==> config.mk <==
export PLATFORM = sky130hd
export DESIGN_NAME = char_min_select
export DESIGN_NICKNAME = d
export VERILOG_FILES = /design/src/rtl/char_pkg.sv /design/src/rtl/char_min_select_sat_acc.sv /design/src/rtl/char_min_select.sv
export SDC_FILE = /design/constraint.sdc
export NUM_CORES = 1
export LEC_CHECK = 0
export CORE_UTILIZATION = 60
export DETAILED_ROUTE_END_ITERATION = 12
export PLACE_DENSITY = 0.89
export SLEW_MARGIN = 20
export SYNTH_ARGS = -nofsm -noshare
export SYNTH_HDL_FRONTEND = slang
export SYNTH_HIERARCHICAL = 1
export SYNTH_SLANG_ARGS = --single-unit
==> constraint.sdc <==
create_clock -name clk -period 9.4 [get_ports clk]
set_input_delay 0.94 -clock clk [delete_from_list [all_inputs] [get_ports clk]]
set_output_delay 0.94 -clock clk [all_outputs]
set_load 0.005 [all_outputs]
==> src/rtl/char_pkg.sv <==
// char_pkg
//   Definitions shared by char_min_select and the downstream judge stage:
//   the selector state type, the default template-set geometry and the
//   all-ones difference value that marks "no result" / "ambiguous".
package char_pkg;

   localparam int unsigned NUM_TMPL_DEF = 10;
   localparam int unsigned IDX_W_DEF    = 4;
   localparam int unsigned DIFF_W_DEF   = 16;

   localparam logic [DIFF_W_DEF-1:0] DIFF_MAX = '1;

   typedef enum logic [1:0] {
      IDLE,
      ACC,
      EMIT
   } state_t;

endpackage

==> src/rtl/char_min_select_sat_acc.sv <==
// sat_acc
//   Saturating accumulator: adds an unsigned PART_W value into a DIFF_W
//   register, clamping at all-ones instead of wrapping.
//   Ports:
//     clk, rst  clock, asynchronous active-high reset
//     clr       synchronous clear (priority over en)
//     en        load acc with sum this cycle
//     din       value to add
//     acc       registered accumulator
//     sum       combinational sat(acc + din), usable without loading it
module sat_acc #(
   parameter int unsigned PART_W = 8,
   parameter int unsigned DIFF_W = 16
) (
   input  logic              clk,
   input  logic              rst,
   input  logic              clr,
   input  logic              en,
   input  logic [PART_W-1:0] din,
   output logic [DIFF_W-1:0] acc,
   output logic [DIFF_W-1:0] sum
);

   logic [DIFF_W:0] ext;

   always_comb begin
      ext = {1'b0, acc} + {{(DIFF_W + 1 - PART_W){1'b0}}, din};
      sum = ext[DIFF_W] ? '1 : ext[DIFF_W-1:0];
   end

   always_ff @(posedge clk or posedge rst) begin
      if (rst) begin
         acc <= '0;
      end else if (clr) begin
         acc <= '0;
      end else if (en) begin
         acc <= sum;
      end
   end

endmodule

==> src/rtl/char_min_select.sv <==
// char_min_select
//   Accumulates streamed partial mismatch counts per template for one
//   character, keeps the minimum-difference template and emits it as a
//   one-cycle char_valid pulse for the judge stage.
//   Optional feature (macro CHAR_MIN_MARGIN_EN): tracks the runner-up and
//   forces char_diff to all-ones (ambig = 1) when best and runner-up are
//   closer than MARGIN.
//   Ports:
//     clk, rst    clock, asynchronous active-high reset
//     clr         synchronous abort of the character in progress
//     part_cnt    partial mismatch count beat
//     part_valid  beat qualifier (no backpressure)
//     tmpl_last   last beat of current template
//     char_last   last beat of last template
//     char_index  best template index        (held between emits)
//     char_diff   best accumulated difference (held between emits)
//     char_valid  one-cycle result pulse
//     ambig       result ambiguous (only with CHAR_MIN_MARGIN_EN)
//     tmpl_err    sticky template-count error
module char_min_select
   import char_pkg::*;
#(
   parameter int unsigned NUM_TMPL = NUM_TMPL_DEF,
   parameter int unsigned IDX_W    = IDX_W_DEF,
   parameter int unsigned PART_W   = 8,
   parameter int unsigned DIFF_W   = DIFF_W_DEF,
   parameter int unsigned MARGIN   = 8
) (
   input  logic              clk,
   input  logic              rst,
   input  logic              clr,
   input  logic [PART_W-1:0] part_cnt,
   input  logic              part_valid,
   input  logic              tmpl_last,
   input  logic              char_last,
   output logic [IDX_W-1:0]  char_index,
   output logic [DIFF_W-1:0] char_diff,
   output logic              char_valid,
`ifdef CHAR_MIN_MARGIN_EN
   output logic              ambig,
`endif
   output logic              tmpl_err
);

   localparam logic [IDX_W-1:0] LAST_IDX = IDX_W'(NUM_TMPL - 1);

   state_t            state;
   logic [DIFF_W-1:0] acc;
   logic [DIFF_W-1:0] fsum;
   logic [DIFF_W-1:0] best_diff;
   logic [IDX_W-1:0]  best_idx;
   logic [IDX_W-1:0]  tmpl_cnt;

   logic              close;
   logic              in_range;
   logic [DIFF_W-1:0] best_nx;
   logic [IDX_W-1:0]  idx_nx;
   logic [DIFF_W-1:0] emit_diff;
   logic              err_nx;
`ifdef CHAR_MIN_MARGIN_EN
   localparam logic [DIFF_W-1:0] MARGIN_W = DIFF_W'(MARGIN);
   logic [DIFF_W-1:0] second_diff;
   logic [DIFF_W-1:0] second_nx;
   logic              ambig_nx;
`endif

   // Accumulator clears at each template close so the next beat starts a
   // fresh template; fsum is the closing template's final total.
   sat_acc #(
      .PART_W (PART_W),
      .DIFF_W (DIFF_W)
   ) u_acc (
      .clk (clk),
      .rst (rst),
      .clr (clr | close),
      .en  (part_valid),
      .din (part_cnt),
      .acc (acc),
      .sum (fsum)
   );

   always_comb begin
      close    = part_valid & (tmpl_last | char_last);
      in_range = (tmpl_cnt <= LAST_IDX);
      best_nx  = best_diff;
      idx_nx   = best_idx;
`ifdef CHAR_MIN_MARGIN_EN
      second_nx = second_diff;
`endif
      if (close && in_range) begin
         if (fsum < best_diff) begin
            best_nx = fsum;
            idx_nx  = tmpl_cnt;
`ifdef CHAR_MIN_MARGIN_EN
            second_nx = best_diff;
`endif
         end
`ifdef CHAR_MIN_MARGIN_EN
         else if (fsum < second_diff) begin
            second_nx = fsum;
         end
`endif
      end
      err_nx = tmpl_err
             | (close & ~in_range)
             | (part_valid & char_last & (tmpl_cnt != LAST_IDX));
      emit_diff = best_nx;
`ifdef CHAR_MIN_MARGIN_EN
      ambig_nx = ((second_nx - best_nx) < MARGIN_W);
      if (ambig_nx) begin
         emit_diff = '1;
      end
`endif
   end

   // The result is captured from the char_last beat itself and the tracking
   // registers are re-armed on that same edge, so the EMIT cycle already
   // sees a clean template-0 context for a back-to-back next character.
   always_ff @(posedge clk or posedge rst) begin
      if (rst) begin
         state      <= IDLE;
         best_diff  <= '1;
         best_idx   <= '0;
         tmpl_cnt   <= '0;
         char_index <= '0;
         char_diff  <= '0;
         char_valid <= 1'b0;
         tmpl_err   <= 1'b0;
`ifdef CHAR_MIN_MARGIN_EN
         second_diff <= '1;
         ambig       <= 1'b0;
`endif
      end else if (clr) begin
         state      <= IDLE;
         best_diff  <= '1;
         best_idx   <= '0;
         tmpl_cnt   <= '0;
         char_valid <= 1'b0;
         tmpl_err   <= 1'b0;
`ifdef CHAR_MIN_MARGIN_EN
         second_diff <= '1;
         ambig       <= 1'b0;
`endif
      end else begin
         char_valid <= 1'b0;
         tmpl_err   <= err_nx;
`ifdef CHAR_MIN_MARGIN_EN
         ambig <= 1'b0;
`endif
         case (state)
            IDLE:    if (part_valid) state <= char_last ? EMIT : ACC;
            ACC:     if (part_valid && char_last) state <= EMIT;
            EMIT:    state <= part_valid ? (char_last ? EMIT : ACC) : IDLE;
            default: state <= IDLE;
         endcase

         if (part_valid && char_last) begin
            char_valid <= 1'b1;
            char_index <= idx_nx;
            char_diff  <= emit_diff;
            best_diff  <= '1;
            best_idx   <= '0;
            tmpl_cnt   <= '0;
`ifdef CHAR_MIN_MARGIN_EN
            ambig       <= ambig_nx;
            second_diff <= '1;
`endif
         end else if (close) begin
            best_diff <= best_nx;
            best_idx  <= idx_nx;
            if (tmpl_cnt != '1) begin
               tmpl_cnt <= tmpl_cnt + 1'b1;
            end
`ifdef CHAR_MIN_MARGIN_EN
            second_diff <= second_nx;
`endif
         end
      end
   end

endmodule

==> metrics.md, run 1 <==
| Metric | Value |
|---|---|
| Mean Syn Cell Area | `9.54 um2` |
| Hold Vio Cnt, Final | `0` |
| Synthesis Warnings | `6` |
| DRT Wirelength | `9760 um` |
| Final net count | `488` |
| Delay-heaviest family, CP | `compound AO/OA/AOI/OAI gates` |
| Critical path buffers and inverters | `1` |
| Register bit total from synthesis | `62` |
| Area taken by multi-input logic gates | `0.00219 mm2` |
| CP Data Required Time | `9.68 ns` |
| Startpoint Class | `input port` |
| Post-route clock period utilization | `0.569` |
| Finished Layout Cells | `529` |
| Slew HR | `0.445` |
| DRC violations left | `0` |
| DP Wirelength | `6650 um` |
| Iter 0 DRT Violations | `357` |
| Grt total ovfl | `0` |
| Fill count | `464` |
| Status | `completed` |
| Synth area leaders | `dfrtp_1 29%, dfstp_2 10%, ha_1 8.1%` |
| Largest net degree at the start of global routing | `47` |
| Hold buffers post-CTS | `0` |
| H-tree levels | `3` |
| CORE AREA | `0.00639 mm2` |
| Clock Path Buffers | `2` |
| Port bufs | `35` |
| Post-synth top area share | `0.287` |
| Cell Chain, Critical Path | `clkdlybuf4s50_1, ha_1, fa_1, a211oi_2, o211ai_1, nand2_2, nand2_1, mux2_2, ha_1, nand4_1, a311oi_1, a41o_1, o21a_1, a221o_1` |
| Fmax | `187 MHz` |
| Endpoint type of the worst setup path | `flop` |
| Layout area overhead | `14.0%` |
| Worst Tran Pin Value | `0.832 ns` |
| Asr flop ratio synth | `1.00` |
| Cell taking the most area after synthesis | `dfrtp_1` |
| Initial antenna violation count | `0` |
| CTS tree | `built` |
| Die area | `0.00701 mm2` |
| Die W | `83.7 um` |
| Routed len/inst | `18.5 um` |
| CP dominant cell by count | `ha_1` |
| Diode count | `0` |
| Vias per cell | `6.63` |
| Top FF cell, synth | `dfrtp_1` |
| First-pass GRT wire length | `16,400 um` |
| Total track usage | `0.298` |
| Synth Cell Area | `0.00401 mm2` |
| Post-synth EDFFs | `0` |
| Cell row count | `29` |
| Synthesized instance count | `420` |
| CP Class | `input port to flop` |
| Setup Buffers After CTS | `0` |
| Clock Skew | `0.0121 ns` |
| Worst-path clk slew | `0.08 ns` |
| Chip height | `83.7 um` |
| CTS buffer count | `9` |
| HP Class | `flop to flop` |
| Final setup TNS | `0 ns` |
| GP Congestion | `0.961` |
| MaxCap Viol Count | `0` |
| Vias in the first global route | `3,353` |
| FF+latch area | `0.00157 mm2` |
| Initial Utilization | `0.627` |
| Critical path fanouts, max | `22` |
| Worst path max stage delay | `0.78 ns` |
| Inst Count DP | `513` |
| Final antenna-violating net count | `0` |
| Post-CTS sizing | `0` |
| # setup viols final | `0` |
| Post-synthesis sequential area ratio | `0.392` |
| Share of layout cells above drive strength 1 | `0.146` |
| Pleak | `0.00210 uW` |
| Top-level I/O count | `36` |
| DR vias | `3,509` |
| Count leader, synth | `dfrtp_1` |
| Final Core Density | `0.715` |
| Post-synth top cells | `46 x dfrtp_1, 39 x nand3_1, 29 x inv_1` |
| CP arrival | `5.64 ns` |
| Min Tclk post-route | `5.35 ns` |
| Syn nets | `461` |
| Slew Limit Fails | `0` |
| Maximum vdd drop | `0.122 mV` |
| CP max stage cell | `o21a_1` |
| Skew-Pair Late Insertion Delay | `0.35 ns` |
| CTS Sinks | `62` |
| Unrepaired setup endpoints after global routing | `no` |
| Power density over the cells | `152 mW/mm2` |
| Unique cell type count in the Yosys netlist | `62` |
| Root buffer cell | `clkbuf_8` |
| Drt pass-1 iters | `5` |
[layout make-up]
type / count / area share
Sequential cell: 62 / 0.344
Clock buffer: 10 / 0.0301
Tap cell: 77 / 0.0211
Multi-Input combinational cell: 304 / 0.479
Clock inverter: 6 / 0.0153
Inverter: 29 / 0.0238
Timing Repair Buffer: 41 / 0.0866
[sequential cells by signal (all words and copies together) (netlist names)]
name / flops
best_idx: 4
char_valid: 1
tmpl_cnt: 4
char_diff: 16
u_acc/acc: 16
tmpl_err: 1
best_diff: 16
char_index: 4
[cells in the final DEF, fill, tap and decap left out, types with 2 or more instances in the layout]
master	count
a2111o_1	2
a211o_1	3
a211oi_1	2
a211oi_2	7
a21boi_0	4
a21o_1	6
a21oi_1	17
a221o_1	20
a311oi_1	4
a31oi_1	4
a41o_1	2
and2_1	22
and3_1	2
and3_2	2
and4_1	3
buf_4	6
clkbuf_8	10
clkdlybuf4s50_1	35
clkinvlp_4	3
dfrtp_1	46
dfstp_2	16
ha_1	26
inv_1	28
mux2_2	2
mux2i_1	5
nand2_1	17
nand2b_1	5
nand3_1	39
nand3b_1	2
nand4_1	5
nor2_1	28
nor2_2	6
nor2b_1	2
nor3_1	2
o211a_1	3
o211ai_1	3
o21a_1	2
o21ai_0	28
xnor2_1	7
xor2_1	4
[tightest hold or removal path, delay by kind of cell, from the launching register on]
| kind | cells | cell delay (ns) |
|---|---|---|
| compound gates | 1 | 0.04 |
| flops | 1 | 0.35 |
| simple gates | 1 | 0.07 |
[path summary, 6_finish.rpt]
path                               from             to  slack (ns)  cells past startpoint
max                         part_cnt[0]   char_diff[5]        4.05                     14
min                            tmpl_err       tmpl_err        0.51                      2
max reg2reg                u_acc/acc[0]   char_diff[5]        4.62                     13
min reg2reg                    tmpl_err       tmpl_err        0.51                      2
max in group asynchronous           rst  best_diff[11]        7.94                      3
min in group asynchronous           rst   u_acc/acc[1]        1.00                      2
[routing by layer]
metal / wire length, um / share of wire / track usage
met1: 4130 / 0.42 / 0.408
met4: 308 / 0.032 / 0.159
met2: 4540 / 0.46 / 0.457
met5: 0 / 0 / 0
met3: 789 / 0.081 / 0.0465
[report_power, final]
part           switching [uW]  total [uW]  internal, uW
Sequential               13.0         301           288
Clock                     117         248           131
Combinational            73.3         145          71.4
Total                     204         694           490
[cell families after synthesis]
logic type      after synthesis  synth area share
compound gates              118             0.231
fa+ha+maj                    27            0.0862
simple gates                141             0.184
buf+inv                      54            0.0643
mux                           7            0.0181
xor+xnor                     11            0.0240
flops                        62             0.392
[per-stage QoR]
step	hold slack, ns	setup WS, ns	area [um2]	power (uW)
after floorplan	0.472	5.20	4010	389
after global placement	0.484	4.00	4360	442
after detailed placement	0.492	3.79	4360	447
after CTS	0.511	4.16	4570	696
after global routing	0.537	3.87	4570	725
final	0.506	4.05	4570	694
Power figures use the tool's default switching activity.
==> run 2: changes to the inputs <==
--- a/config.mk
+++ b/config.mk
@@ -5,9 +5,9 @@
 export SDC_FILE = /design/constraint.sdc
 export NUM_CORES = 1
 export LEC_CHECK = 0
-export CORE_UTILIZATION = 60
+export CORE_UTILIZATION = 53
 export DETAILED_ROUTE_END_ITERATION = 12
-export PLACE_DENSITY = 0.89
+export PLACE_DENSITY = 0.83
 export SLEW_MARGIN = 20
 export SYNTH_ARGS = -nofsm -noshare
 export SYNTH_HDL_FRONTEND = slang
==> constraint.sdc (replaced) <==
create_clock -name clk -period 4.75 [get_ports clk]
set_input_delay 0.475 -clock clk [delete_from_list [all_inputs] [get_ports clk]]
set_output_delay 0.475 -clock clk [all_outputs]
set_load 0.005 [all_outputs]
==> run 2 against run 1 <==
- wire length increased by 3.7%
- worst setup slack worse by 3.7 ns
- largest power group unchanged
- total power up 110%
- non-clock buffer count is 5 higher
- via count rose by 0.37%
==> metrics.md, run 2 (synthesis results as in run 1) <==
| Metric | Value |
|---|---|
| Status | `completed` |
| Total Power Consumption | `1430 uW (+110%)` |
| CP Class | `input port to flop` |
| Final antenna-violating net count | `0 (unchanged)` |
| Delay-heaviest family, CP | `compound AO/OA/AOI/OAI gates` |
| Post-Place Cell Area | `0.00443 mm2 (+1.5%)` |
| Cell row count | `31 (+6.9%)` |
| Total track usage | `0.271 (-0.0269)` |
| CTS Sinks | `62 (unchanged)` |
| Initial antenna violation count | `0 (unchanged)` |
| GP Congestion | `0.872 (-9.3%)` |
| Maximum vdd drop | `0.154 mV (+26%)` |
| Slew HR | `0.433 (-0.0124)` |
| Vias per cell | `6.33 (-4.5%)` |
| Diode count | `0 (unchanged)` |
| CTS tree | `built` |
| Finished Layout Cells | `556 (+5.1%)` |
| CP arrival | `4.65 ns (-0.99 ns)` |
| Worst Tran Pin Value | `0.840 ns (+0.00755 ns)` |
| CP max stage cell | `a41oi_1` |
| Hold Vio Cnt, Final | `0 (unchanged)` |
| Final net count | `493 (+1.0%)` |
| Min Tclk post-route | `4.36 ns` |
| Chip height | `88.9 um (+6.2%)` |
| Pleak | `0.00214 uW (+2.1%)` |
| Unrepaired setup endpoints after global routing | `no` |
| Setup Buffers After CTS | `0 (unchanged)` |
| Die W | `88.9 um (+6.2%)` |
| FF-to-FF setup slack | `0.52 ns (-4.10 ns)` |
| Worst Hold Depth | `1 (-1)` |
| Worst R2R End | `best_diff[11]` |
| Top Registers | `best_diff (16), char_diff (16), u_acc/acc (16)` |
| MaxCap Viol Count | `0 (unchanged)` |
| Final setup TNS | `0 ns (unchanged)` |
| FF-to-FF path depth | `13 (unchanged)` |
| Critical path buffers and inverters | `3 (+2)` |
| Power density over the cells | `308 mW/mm2 (+100%)` |
| Vias in the first global route | `3,356 (+0.089%)` |
| Endpoint type of the worst setup path | `flop` |
| Largest net degree at the start of global routing | `47 (unchanged)` |
| Hold path startpoint | `best_idx[0]` |
| Top-level I/O count | `36 (unchanged)` |
| Cell Chain, Critical Path | `clkdlybuf4s50_1, ha_1, fa_1, a211oi_2, o211ai_1, and2_1, nor2_2, inv_1, ha_1, a2111o_1, a41oi_1, buf_4, nand3_1, nand3_1` |
| Commonest non-fill, non-tap cells in the layout | `46 x dfrtp_1, 39 x nand3_1, 35 x clkdlybuf4s50_1` |
| DRC violations left | `0 (unchanged)` |
| Commonest non-fill, non-tap cell in the layout | `dfrtp_1` |
| # setup viols final | `0 (unchanged)` |
| DRT Wirelength | `10,100 um (+3.7%)` |
| Grt total ovfl | `0 (unchanged)` |
| Finished Cell Area | `0.00466 mm2 (+2.0%)` |
| Iter 0 DRT Violations | `235 (-34%)` |
| Root buffer cell | `clkbuf_8` |
| Share of layout cells above drive strength 1 | `0.158 (+0.0115)` |
| Clock Skew | `0.0107 ns (-0.00145 ns)` |
| Critical path fanouts, max | `12 (-45%)` |
| CTS buffer count | `9 (unchanged)` |
| Worst-path clk slew | `0.08 ns (about the same)` |
| Post-CTS sizing | `0 (unchanged)` |
| Inst Count DP | `540 (+5.3%)` |
| Slew Limit Fails | `0 (unchanged)` |
| Port bufs | `35 (unchanged)` |
| CORE AREA | `0.00729 mm2 (+14%)` |
| DR vias | `3,522 (+0.37%)` |
| Startpoint Class | `input port` |
| CP Data Required Time | `5.04 ns (-4.64 ns)` |
| Initial Utilization | `0.549 (-0.0779)` |
| H-tree levels | `3 (unchanged)` |
| Post-route clock period utilization | `0.918` |
| DP Wirelength | `6990 um (+5.1%)` |
| Hold Path End | `char_index[0]` |
| Skew-Pair Late Insertion Delay | `0.36 ns (about the same)` |
| Clock Path Buffers | `2 (unchanged)` |
| Die area | `0.00791 mm2 (+13%)` |
| Layout area overhead | `16.3%` |
| Drt pass-1 iters | `5 (unchanged)` |
| Hold buffers post-CTS | `0 (unchanged)` |
| HP Class | `flop to flop` |
| First-pass GRT wire length | `16,200 um (-1.3%)` |
| Fmax | `229 MHz` |
| Routed len/inst | `18.2 um (-1.4%)` |
| Worst path max stage delay | `0.71 ns (-0.07 ns)` |
| WHS | `0.514 ns (+0.00753 ns)` |
| R2r startpoint | `u_acc/acc[0]` |
[run 2: report_power, final]
group / leakage (uW) / internal (uW) / total, uW / switching [uW]
sequential: 0.000776 / 570 / 595 / 25.3
combinational: 0.00125 / 143 / 291 / 148
clock: 0.000113 / 313 / 547 / 234
total: 0.00214 / 1030 / 1430 / 407
[run 2: routing by layer]
metal	global-route usage	wire [um]	vias up
met2	0.440	4890	147
met4	0.117	205	0
met1	0.354	4450	1757
met3	0.0563	574	17
met5	0	0	-
li1	-	-	1601
[run 2: layout make-up]
class / count / area, um2
fill: 608 / 2630
multi-input combinational: 304 / 2190
sequential: 62 / 1570
timing repair buffer: 46 / 433
clock buffer: 10 / 138
tap: 99 / 124
inverter: 29 / 109
clock inverter: 6 / 93.8
[run 2: worst register-to-register path: stages, from the launching register on]
cell and delay (ns):
dfrtp_1 0.39, ha_1 0.23, fa_1 0.44, a211oi_2 0.38, o211ai_1 0.16, and2_1 0.30, nor2_2 0.19, inv_1 0.10
ha_1 0.30, a2111o_1 0.41, a41oi_1 0.71, buf_4 0.34, nand3_1 0.10, nand3_1 0.11
[run 2: worst max path at each step]
stage | from | end | cells after the start
5_1_grt | part_cnt[0] | best_diff[0] | 14
3_5_place_dp | part_cnt[0] | char_diff[5] | 14
4_1_cts | part_cnt[0] | char_diff[14] | 14
3_3_place_gp | part_cnt[0] | char_diff[7] | 14
2_1_floorplan | part_cnt[0] | char_index[0] | 15
6_report | part_cnt[0] | best_diff[11] | 14
[run 2: metrics by stage]
stage | util | setup slack [ns]
final | 0.639 | 0.389
after global routing | 0.639 | 0.178
after CTS | 0.639 | 0.320
after detailed placement | 0.607 | -0.0115
after global placement | 0.607 | 0.127
after floorplan | - | 1.02
